## config.mk

```make
export PLATFORM = sky130hd
export DESIGN_NAME = gcd_seq_ctrl
export DESIGN_NICKNAME = d
export VERILOG_FILES = /design/src/rtl/gcd_pkg.sv /design/src/rtl/gcd_step.sv /design/src/rtl/gcd_seq_ctrl.sv
export SDC_FILE = /design/constraint.sdc
export NUM_CORES = 1
export LEC_CHECK = 0
export CORE_MARGIN = 2
export CORE_UTILIZATION = 35
export CTS_CLUSTER_DIAMETER = 100
export DETAILED_ROUTE_END_ITERATION = 7
export MAX_ROUTING_LAYER = met4
export PLACE_DENSITY = 0.6
export REMOVE_ABC_BUFFERS = 1
export SYNTH_ARGS = -nofsm -noshare
export SYNTH_HDL_FRONTEND = slang
export SYNTH_SLANG_ARGS = --single-unit
```

## constraint.sdc

```tcl
create_clock -name clk -period 5.1 [get_ports clk]
set_input_delay 1.53 -clock clk [delete_from_list [all_inputs] [get_ports clk]]
set_output_delay 1.53 -clock clk [all_outputs]
set_load 0.1 [all_outputs]
```

## src/rtl/gcd_pkg.sv

```systemverilog
// Shared definitions for the sequential GCD controller: FSM state
// encoding, the default operand width and a zero-detect helper.
package gcd_pkg;

    localparam int unsigned GCD_WIDTH = 4;

    typedef enum logic [1:0] {
        IDLE = 2'b00,
        RUN  = 2'b01,
        DONE = 2'b10
    } state_t;

    // Operands are zero-extended to 64 bits by the caller, so one helper
    // serves every WIDTH up to 64.
    function automatic logic is_zero(input logic [63:0] v);
        return (v == '0);
    endfunction

endpackage

```

## src/rtl/gcd_step.sv

```systemverilog
// One compare/subtract step of the GCD datapath: magnitude compare of
// a and b, plus the difference larger-minus-smaller (never borrows).
module gcd_step #(
    parameter int unsigned WIDTH = 4
) (
    input  logic [WIDTH-1:0] a,
    input  logic [WIDTH-1:0] b,
    output logic             a_gt_b,
    output logic             b_gt_a,
    output logic             a_eq_b,
    output logic [WIDTH-1:0] diff
);

    // Compare both ways and subtract the smaller from the larger.
    always_comb begin
        a_gt_b = (a > b);
        b_gt_a = (b > a);
        a_eq_b = (a == b);
        diff   = a_gt_b ? (a - b) : (b - a);
    end

endmodule

```

## src/rtl/gcd_seq_ctrl.sv

```systemverilog
// Clocked subtract-based GCD controller. Operands are captured on start
// in IDLE, one compare/subtract step runs per clock in RUN, and the
// result is held in DONE until the requester acknowledges it.
module gcd_seq_ctrl
    import gcd_pkg::*;
#(
    parameter int unsigned WIDTH = GCD_WIDTH
) (
    input  logic             clk,
    input  logic             rst,
    input  logic             start,
    input  logic [WIDTH-1:0] in_a,
    input  logic [WIDTH-1:0] in_b,
    input  logic             ack,
    output logic             busy,
    output logic             done,
    output logic [WIDTH-1:0] result,
    output logic             err,
    output logic [WIDTH-1:0] iter_cnt
);

    state_t           state;
    logic [WIDTH-1:0] rega;
    logic [WIDTH-1:0] regb;
    logic             a_gt_b;
    logic             b_gt_a;
    logic             a_eq_b;
    logic [WIDTH-1:0] diff;
    logic             a_zero;
    logic             b_zero;

    gcd_step #(.WIDTH(WIDTH)) u_step (
        .a      (rega),
        .b      (regb),
        .a_gt_b (a_gt_b),
        .b_gt_a (b_gt_a),
        .a_eq_b (a_eq_b),
        .diff   (diff)
    );

    // Zero detection on the raw operands decides the start-time shortcut.
    always_comb begin
        a_zero = is_zero(64'(in_a));
        b_zero = is_zero(64'(in_b));
    end

    // FSM, operand registers, step counter and registered outputs.
    always_ff @(posedge clk) begin
        if (rst) begin
            state    <= IDLE;
            rega     <= '0;
            regb     <= '0;
            busy     <= 1'b0;
            done     <= 1'b0;
            err      <= 1'b0;
            result   <= '0;
            iter_cnt <= '0;
        end else begin
            case (state)
                IDLE: begin
                    if (start) begin
                        iter_cnt <= '0;
                        busy     <= 1'b1;
                        if (!a_zero && !b_zero) begin
                            rega  <= in_a;
                            regb  <= in_b;
                            err   <= 1'b0;
                            state <= RUN;
                        end else begin
                            // A zero operand skips RUN: gcd(x,0)=x, and
                            // both-zero is flagged with a zero result.
                            result <= in_a | in_b;
                            err    <= a_zero & b_zero;
                            done   <= 1'b1;
                            state  <= DONE;
                        end
                    end
                end
                RUN: begin
                    if (a_eq_b) begin
                        result <= rega;
                        done   <= 1'b1;
                        state  <= DONE;
                    end else if (a_gt_b) begin
                        rega     <= diff;
                        iter_cnt <= iter_cnt + 1'b1;
                    end else if (b_gt_a) begin
                        regb     <= diff;
                        iter_cnt <= iter_cnt + 1'b1;
                    end
                end
                DONE: begin
                    if (ack) begin
                        busy  <= 1'b0;
                        done  <= 1'b0;
                        state <= IDLE;
                    end
                end
                default: begin
                    busy  <= 1'b0;
                    done  <= 1'b0;
                    state <= IDLE;
                end
            endcase
        end
    end

endmodule

```

==> impl_results.md <==
- Outcome: completed
- DR vias: 1298
- Synthesis-to-finish area growth: 19.2%
- First-pass GRT wire length: 5870 um
- Reg-to-reg setup timing slack: 2.77 ns
- Hold path cells: 2
- DRT Pass-1 Iters: 4
- Top post-synthesis cells by area: dfxtp_1 (28%), ha_1 (7.5%), a21oi_1 (4.7%)
- Worst Path Max Fanout: 4
- Clk Latency, worst-skew pair: ~0.27 ns
- Slew margin rel.: 0.339
- DRC viols: 0
- Top-count cell post-synth: dfxtp_1
- Worst path required time: between 3 and 4 ns
- Maximum clock frequency: between 200 and 300 MHz
- Io pins: 23
- Post-CTS resize count: 0
- Post-CTS Setup Inserts: 0
- Cell accounting for the most synthesized area: dfxtp_1
- Max-slew violation count: 0
- Final Hold Viols: 0
- Vias in the first global route: around 1300
- Final WL: 3410 um
- Min-delay worst type: flip-flop to flip-flop
- Yosys warning count: 0
- Die span in x: 69.3 um
- Non-Filler Instances: 236
- Core Area: 4060 um2
- Slowest cell on the critical path: clkdlybuf4s50_1
- Register area share after synthesis: 0.282
- Worst Setup SP: iter_cnt[0]
- Total die area: just under 5000 um2
- Seq cells post-synth: 21
- Prevailing post-synth register cell: dfxtp_1
- Cell family with most CP delay: buffers and inverters
- Area fraction of the dominant cell type after synthesis: 0.282
- RSZ-0062 raised after global routing: no
- Hold_buf cts: 0
- Mapped Cells: roughly 170
- Hold Path End: err
- Worst hold margin: 0.475 ns
- Cell Pwr Density: about 530 nW/um2
- Initial antenna violation count: 0
- Maximum vdd ir drop: 191 uV
- CTS max path bufs: 2
- Mapped Area: 1490 um2
- Reg-to-Reg Start: state[0]
- Clk_skew: 0.00781 ns
- Total inserted antenna cells: 0
- Rows: 23
- Worst-Margin Slew: 0.988 ns
- TritonCTS Buffers: 3
- Worst setup EP type: output pin
- Root Buffer: clkbuf_8
- Arrival @ worst endpoint: about 1.8 ns
- Initial Util: 0.368
- Leak: 0.618 nW
- RR Endpoint: regb[2]
- CTS clk-pin slew, worst paths: 0.07 ns
- Nets: 210
- Largest net degree at the start of global routing: 20
- Async set or reset register ratio after synthesis: 0
- Post-synth EDFFs: 0
- Global route overflow: 0
- Share of cells above drive strength 1: 0.118
- H-Tree Depth: 1
- Max-Cap Viols: 0
- CTS tree: done
- Top post-synthesis cells by count: dfxtp_1 (21), nor2_1 (16), a21oi_1 (14), inv_1 (14), o21ai_0 (11)
- CP Launch Type: flip-flop
- Final setup viols: 0
- Critical-path cell list: clkdlybuf4s50_1
- Placer Congestion: 0.838
- Crit Path Class: flip-flop to output pin
- Placed Cells: 232
- Tcrit/Tclk final: 0.656
- Port Buffer Count: 22
- Detailed Place HPWL: 2700 um
- Die height: 69.3 um
- Total track usage: 0.151
- Drt wl/cell: 14.4 um
- WP buf/inv: 1
- Fillers: 406
- Slowest stage delay, CP: 1.16 ns
- Average size of a mapped cell: 8.94 um2
- Shortest period the worst path allows: 3.35 ns
- Clk sink count: 21
- Setup TNS: 0 ns
- Post-DRT Antenna Nets: 0
- Synth unique cells: 51
- Vias/cell: 5.50
- Min-delay src: err
- R2R cell count: 5
- Initial DRC count: 63
[metrics by stage]
step / utilization / power [W] / area [um2] / worst slack, ns
floorplan: - / 0.000700 / 1450 / 2.43
global placement: 0.427 / 0.000817 / 1730 / 1.79
detailed placement: 0.427 / 0.000829 / 1730 / 1.76
CTS: 0.438 / 0.000941 / 1780 / 1.74
global route: 0.438 / 0.00101 / 1780 / 1.69
finish: 0.438 / 0.000940 / 1780 / 1.75
[state kept, by name, summed over array words and instances, names as in the netlist]
register  flops
busy          1
done          1
err           1
iter_cnt      4
rega          4
regb          4
result        4
state         2
[where the power goes]
group | internal (W) | switching [W] | leakage, nW
Clock | 0.0000545 | 0.0000560 | 0.0255
Sequential | 0.000199 | 0.0000330 | 0.172
Combinational | 0.000208 | 0.000389 | 0.420
Total | 0.000462 | 0.000478 | 0.618
[cells by family (layout without fill, tap and decap cells)]
group	Yosys count	count (layout)	synth area share
buffers and inverters	21	40	0.0637
xor gates and xnor gates	1	1	0.00587
muxes	8	8	0.0553
adders and majority gates	11	11	0.102
AOI/OAI and AO/OA	49	49	0.258
and+or+nand+nor	56	56	0.233
DFF	21	21	0.282
[routing by layer]
layer	vias up	share of wire	GRT usage
met4	0	0.0041	0.0196
li1	642	-	-
met1	615	0.47	0.189
met3	4	0.047	0.0349
met2	37	0.48	0.254
met5	-	0	-
[layout make-up]
| type | count | area (um2) | area share |
|---|---|---|---|
| multi-input combinational | 125 | 977 | 0.549 |
| sequential | 21 | 420 | 0.236 |
| timing repair buffer | 22 | 220 | 0.124 |
| tap | 50 | 62.6 | 0.0352 |
| inverter | 14 | 52.6 | 0.0295 |
| clock buffer | 3 | 41.3 | 0.0232 |
| clock inverter | 1 | 5.00 | 0.00281 |
[placed cells by master (no fill, tap or decap), types with 2 or more instances in the layout]
| master | Yosys | layout |
|---|---|---|
| nand3_1 | 3 | 3 |
| nand2_1 | 10 | 10 |
| nor2_1 | 16 | 16 |
| nor2b_1 | 4 | 4 |
| inv_1 | 14 | 14 |
| nor4_4 | 2 | 2 |
| nor3b_4 | 2 | 2 |
| nor3_1 | 2 | 2 |
| a21oi_1 | 14 | 14 |
| ha_1 | 9 | 9 |
| a21oi_4 | 2 | 2 |
| o2111ai_1 | 2 | 2 |
| o21ai_0 | 11 | 11 |
| nand4_1 | 3 | 3 |
| o221ai_1 | 2 | 2 |
| o21ai_1 | 2 | 2 |
| nand3b_1 | 3 | 3 |
| dfxtp_1 | 21 | 21 |
| nand2b_1 | 2 | 2 |
| mux2i_1 | 6 | 6 |
| or3_1 | 2 | 2 |
| a211oi_1 | 2 | 2 |
| fa_1 | 2 | 2 |
| clkdlybuf4s50_1 | 0 | 22 |
| clkbuf_8 | 0 | 3 |
[worst max path at each step]
stage | to | slack [ns] | depth (start not counted)
2_1_floorplan | result[0] | 2.43 | 5
3_5_place_dp | result[3] | 1.76 | 6
3_3_place_gp | result[1] | 1.79 | 6
5_1_grt | iter_cnt[0] | 1.69 | 1
6_report | iter_cnt[0] | 1.75 | 1
4_1_cts | iter_cnt[0] | 1.74 | 1
Note: power is estimated with default switching activity, not from simulation.
